--- src/rtl/pc_sequencer.sv ---
// Fetch/decode/execute control FSM for the 8-bit processor; sequences PC, AR, IR, ACC and memory handshake.
// Optional build macro PCSEQ_ILLEGAL_TRAP_EN: opcodes 0x7-0xF trap into HALT and raise illegal_op.
//
// state   | meaning
// --------+--------------------------------------------------------------
// RST     | post-reset idle cycle, all outputs low
// FETCH   | read opcode byte at PC into IR, bump PC
// DECODE  | classify IR opcode, choose operand fetch / halt / next fetch
// OPERAND | read operand address byte at PC into AR, bump PC
// EXEC    | LDA/ADD/STA memory access at AR, or JMP/JZ PC reload
// HALT    | parked until reset
module pc_sequencer (
  input  logic       clk,
  input  logic       reset,
  input  logic       mem_rdy,
  input  logic [7:0] ir_in,
  input  logic       zero_flag,
  output logic       inc_pr,
  output logic       load_ar_2_pr,
  output logic       addr_sel,
  output logic       mem_rd,
  output logic       mem_wr,
  output logic       load_ir,
  output logic       load_ar,
  output logic       load_acc,
  output logic       add_acc,
  output logic       halted
`ifdef PCSEQ_ILLEGAL_TRAP_EN
  ,
  output logic       illegal_op
`endif
);

  typedef enum logic [2:0] {
    S_RST     = 3'd0,
    S_FETCH   = 3'd1,
    S_DECODE  = 3'd2,
    S_OPERAND = 3'd3,
    S_EXEC    = 3'd4,
    S_HALT    = 3'd5
  } state_t;

  localparam logic [3:0] OP_NOP = 4'h0;
  localparam logic [3:0] OP_LDA = 4'h1;
  localparam logic [3:0] OP_STA = 4'h2;
  localparam logic [3:0] OP_ADD = 4'h3;
  localparam logic [3:0] OP_JMP = 4'h4;
  localparam logic [3:0] OP_JZ  = 4'h5;
  localparam logic [3:0] OP_HLT = 4'h6;

  state_t     r_state;
  state_t     w_next_state;
  logic [3:0] w_op;
  logic       w_unused_lo;

  assign w_op        = ir_in[7:4];
  assign w_unused_lo = ^ir_in[3:0];

  always_ff @(posedge clk) begin
    if (reset) r_state <= S_RST;
    else       r_state <= w_next_state;
  end

  always_comb begin
    w_next_state = r_state;
    inc_pr       = 1'b0;
    load_ar_2_pr = 1'b0;
    addr_sel     = 1'b0;
    mem_rd       = 1'b0;
    mem_wr       = 1'b0;
    load_ir      = 1'b0;
    load_ar      = 1'b0;
    load_acc     = 1'b0;
    add_acc      = 1'b0;
    halted       = 1'b0;

    case (r_state)
      S_RST: begin
        w_next_state = S_FETCH;
      end

      S_FETCH: begin
        mem_rd = 1'b1;
        if (mem_rdy) begin
          load_ir      = 1'b1;
          inc_pr       = 1'b1;
          w_next_state = S_DECODE;
        end
      end

      S_DECODE: begin
        case (w_op)
          OP_NOP:                                w_next_state = S_FETCH;
          OP_LDA, OP_STA, OP_ADD, OP_JMP, OP_JZ: w_next_state = S_OPERAND;
          OP_HLT:                                w_next_state = S_HALT;
`ifdef PCSEQ_ILLEGAL_TRAP_EN
          default:                               w_next_state = S_HALT;
`else
          default:                               w_next_state = S_FETCH;
`endif
        endcase
      end

      S_OPERAND: begin
        mem_rd = 1'b1;
        if (mem_rdy) begin
          load_ar      = 1'b1;
          inc_pr       = 1'b1;
          w_next_state = S_EXEC;
        end
      end

      S_EXEC: begin
        case (w_op)
          OP_LDA, OP_ADD: begin
            addr_sel = 1'b1;
            mem_rd   = 1'b1;
            if (mem_rdy) begin
              load_acc     = (w_op == OP_LDA);
              add_acc      = (w_op == OP_ADD);
              w_next_state = S_FETCH;
            end
          end
          OP_STA: begin
            addr_sel = 1'b1;
            mem_wr   = 1'b1;
            if (mem_rdy) w_next_state = S_FETCH;
          end
          OP_JMP: begin
            load_ar_2_pr = 1'b1;
            w_next_state = S_FETCH;
          end
          OP_JZ: begin
            // operand byte was already consumed, so a not-taken JZ just falls through
            load_ar_2_pr = zero_flag;
            w_next_state = S_FETCH;
          end
          default: w_next_state = S_FETCH;
        endcase
      end

      S_HALT: begin
        halted = 1'b1;
      end

      default: w_next_state = S_RST;
    endcase
  end

`ifdef PCSEQ_ILLEGAL_TRAP_EN
  // IR cannot change while parked in HALT, so the trapping opcode stays visible there
  assign illegal_op = (r_state == S_HALT) && (w_op >= 4'h7);
`endif

endmodule

--- config.mk ---
export PLATFORM = sky130hd
export DESIGN_NAME = pc_sequencer
export DESIGN_NICKNAME = d
export VERILOG_FILES = /design/src/rtl/pc_sequencer.sv
export SDC_FILE = /design/constraint.sdc
export NUM_CORES = 1
export LEC_CHECK = 0
export CORE_AREA = 2 2 39 41
export DETAILED_ROUTE_END_ITERATION = 12
export DIE_AREA = 0 0 41 43
export GPL_TIMING_DRIVEN = 0
export RECOVER_POWER = 50
export SLEW_MARGIN = 15
export SYNTH_ARGS = -nofsm -noshare
export SYNTH_HDL_FRONTEND = slang
export SYNTH_SLANG_ARGS = --single-unit
--- constraint.sdc ---
create_clock -name clk -period 2.4 [get_ports clk]
set_input_delay 0.36 -clock clk [delete_from_list [all_inputs] [get_ports clk]]
set_output_delay 0.36 -clock clk [all_outputs]
set_load 0.05 [all_outputs]
### Word level (Yosys, flattened, before mapping)

Index checks and enable logic that the tools add are counted.

* flip-flop bits (word level): 3
* bits in latches: 0
* bits in writable memories: 0
* memory bits (read-only): 0
* input port bits: 12
* output and inout port bits: 10
* logic and storage cells: 47
* memories: 0

* add/sub/neg operators: 0
* multiply operators: 0
* div/mod/pow operators: 0
* order comparisons: 0
* equality and inequality tests: 14
* shift operators: 0
* muxes and demuxes: 25
* bitwise gates (word level): 1
* reduce and logical (&&, ||, !) cells: 6

Operators with widths (count)
* $pmux 3 s6: 1
* $mux 1: 17
* $eq 4x3->1 const B: 3
* $mux 3: 4
* $eq 4x2->1 const B: 2
* $eq 3x2->1 const B: 2
* $eq 3x3->1 const B: 2
* $pmux 3 s2: 1
* $reduce_or 5->1: 1
* $eq 4x1->1 const B: 1
* $ne 2x2->1 const B: 2
* $pmux 1 s2: 2
* $reduce_and 4->1: 1
* $reduce_or 2->1: 2
* $eq 3x1->1 const B: 1
* $logic_not 3->1: 1
* $ne 3x3->1 const B: 1
* $reduce_or 3->1: 1
* $not 1->1: 1

### Depth between registers and ports, before layout

* depth after elaboration: 4
* depth in mapped cells: 5
* gate-level depth less buffers: 4

### Worst setup path before layout

Ideal clock, no wire load.

* kind: register to output
* start point: reg r_state[1]
* end point: out load_ar_2_pr
* arrival time: 2.602 ns
* data required time: 2.040 ns
* slack: -0.562 ns
* cell stages (with the launch flop): 4
* cells stage by stage: dfxtp_1 buf_6 or4b_4 nor4b_1

* cells in the longest elaborated chain, start to end: 2

Ends and longest elaborated chain
* start, declared: RTL line 51 `state_t r_state;`
* start signal, assigned: RTL line 61 `else r_state <= w_next_state;`
* $eq 3x3->1: RTL line 77 `case (r_state)`
* $mux 1: RTL line 77
* end, declared: RTL line 19 `output logic load_ar_2_pr,`

Every way passes these cells.

### Worst setup path in the final report

* start point: in ir_in[7]
* end point: out load_ar_2_pr

* cells in the longest elaborated chain, start to end: 3
* elaborated cells on any way between the ends: 4
* those cells by class: eq/ne (2); mux (2)

Ends and longest elaborated chain
* start, declared: RTL line 16 `input logic [7:0] ir_in,`
* $eq 4x3->1: RTL line 114 `case (w_op)`
* $pmux 1 s2 *: RTL line 114
* $mux 1 *: RTL line 77

Every way passes the cells marked *; elsewhere a longest branch is shown, timed or not.

==> flow_summary.ini <==
[outcome]
status = complete, no violations

[power]
switching_share_pct = 31.2
switchingPower_uw = 64.0
p_int_uw = 141
pwr-share-clk_pct = 43.3
pwr-share-comb_pct = 29.8
ir_worst_vdd_mv = 0.105
pwr-share-seq_pct = 26.9
power.density_nw_per_um2 = 391
p_leak_nw = 0.212

[cells_and_area]
largest_reg_flops = 3
top_register = r_state
nNetsFinal = 70
diodes = 0
layout_common_cells = clkdlybuf4s50_1 (8), nor2_1 (5), clkbuf_4 (4)
n_fill_cell = 160
reg_top3 = r_state (3)
syn_to_final_growth_pct = 71.4
multiInputGateArea_um2 = 240
drive_above_1_share_pct = 29.8
final_common_cell = clkdlybuf4s50_1
regArea_um2 = 60.1

[clocking]
cts_made_buffers = 3
cts_max_level = 1
cts_sinks = 3
cts_root_buf = clkbuf_4
cts_tree = done
postCtsHoldBufs = 0
clk_path_buf_depth = 2
insertion_delay_ps = 230
path_clk_slew_ps = 40

[synth]
ys.flop_type = dfxtp_1
seq_area_frac_synth_pct = 19.6
synthCells = 36
synth_area_um2 = 307
synth.distinct_cells = 27
yosys_warnings = 0
async_reset_ff_share_pct = 0
ys_seq_elements = 3
syn_nets = 48
avgSynthCellArea_um2 = 8.52
synth_edf_count = 0

[global_routing]
grt_usage_pct = 10.7
grt_pass1_vias = 319
grt_pass1_wl_um = 1320
grt_overflow = 0
antenna_found_initial = 0
grt_max_degree = 11

[sta]
drv_slew = 0
max_slew.worst_pin.slew_ps = 497
finalSetupTns_ps = 0
rsz0062_at_grt = no
period_share_pct = 97.5
clock_skew_ps = 2.15
setup_slack_ps = 60.3
hold_viol = 0
min_period_ps = 2340
finalSetupViolCount = 0
slew_headroom_pct = 66.8
fmax_ghz = 0.427
whs_ps = 591

[worst_setup_path]
arrival_ps = 1980
worst-path-max-fanout = 4
cp.required_ps = 2040
worstSetupEndpointType = output pin
crit_type = input pin to output pin
cp-start-kind = input pin

[drt]
drt_first_pass_iters = 2
drt-wirelength-per-cell_um = 11.4
drcViolationCount = 0
vias = 347
vias_per_cell = 4.75
wirelength_um = 830
ant_nets = 0
drt_iter0_drc = 2

[min_path]
hp-class = flip-flop to flip-flop

[placed_design]
dpl.hpwl_um = 598
globalplace.congestion = 0.673
port_buffers = 17
dpl_worst_slack_ps = -488

[floorplanning]
die_y_um = 43
rows = 14
ioPinCount = 22
chipWidth_um = 41
core_area_um2 = 1380
dieArea_um2 = 1760
initial_core_util_pct = 22.2

[run]
max-cap-violations = 0
==> cells in the mapped netlist (all sizes together), types with 2 or more instances <==
library cell,count,area [µm²]
and2b,2,15.0
dfxtp,3,60.1
inv,2,7.51
nor2,5,18.8
nor4b,2,17.5
or4b,2,23.8
==> routing by layer <==
layer | vias to the layer above | GRT usage [%] | routed length (µm)
met3 | 2 | 1.57 | 72
li1 | 178 | - | -
met5 | - | 0 | 0
met1 | 150 | 16.0 | 403
met2 | 17 | 13.1 | 345
met4 | 0 | 8.00 | 8
==> layout make-up <==
type / instances / area share [%]
plain buffers: 1 / 2.14
repair buffers: 17 / 30.5
multi-input cells: 30 / 45.7
flip-flops and latches: 3 / 11.4
inverters: 2 / 1.43
clock buffers: 4 / 5.00
well taps: 16 / 3.81
==> stage by stage <==
step	cells	instance area [µm²]	util [%]	power [mW]
6_report	73	526	38.0	0.205
5_1_grt	73	526	38.0	0.216
4_1_cts	73	529	38.2	0.207
3_5_place_dp	69	509	36.8	0.119
3_3_place_gp	69	509	36.8	0.119
2_1_floorplan	36	319	-	0.0900
==> critical path, cell delays in order <==
cell and delay [ps]:
clkdlybuf4s50_1 440, or4b_4 550, nor4b_2 230, clkdlybuf4s18_2 400
==> power groups by stage <==
stage,registers [mW],logic [mW],clock network [mW]
2_1_floorplan,0.0551,0.0349,0
3_3_place_gp,0.0560,0.0629,0
3_5_place_dp,0.0560,0.0628,0
4_1_cts,0.0552,0.0620,0.0902
5_1_grt,0.0555,0.0665,0.0940
6_report,0.0552,0.0611,0.0889
==> cells by family (layout without fill, tap and decap cells) <==
group	count (synthesis)	in the layout	synth area share, %
AND/OR/NAND/NOR	20	20	45.7
AO/OA/AOI/OAI	9	9	25.3
flip-flops	3	3	19.6
buffers and inverters	3	24	6.12
multiplexers	1	1	3.27
==> worst paths after layout <==
| path | start | end | slack [ps] | cells after the start |
|---|---|---|---|---|
| max | ir_in[7] | load_ar_2_pr | 60 | 4 |
| min reg2reg | r_state[0] | r_state[1] | 590 | 2 |
| max reg2reg | r_state[1] | r_state[1] | 800 | 5 |
| min | r_state[0] | r_state[1] | 590 | 2 |
==> repair_timing <==
| action | CTS | global route |
|---|---|---|
| endpoints found under the setup margin | 7 | 5 |
| setup buffers | 0 | 0 |
| resized for setup | 25 | 7 |
Note: power is estimated with default switching activity, not from simulation.
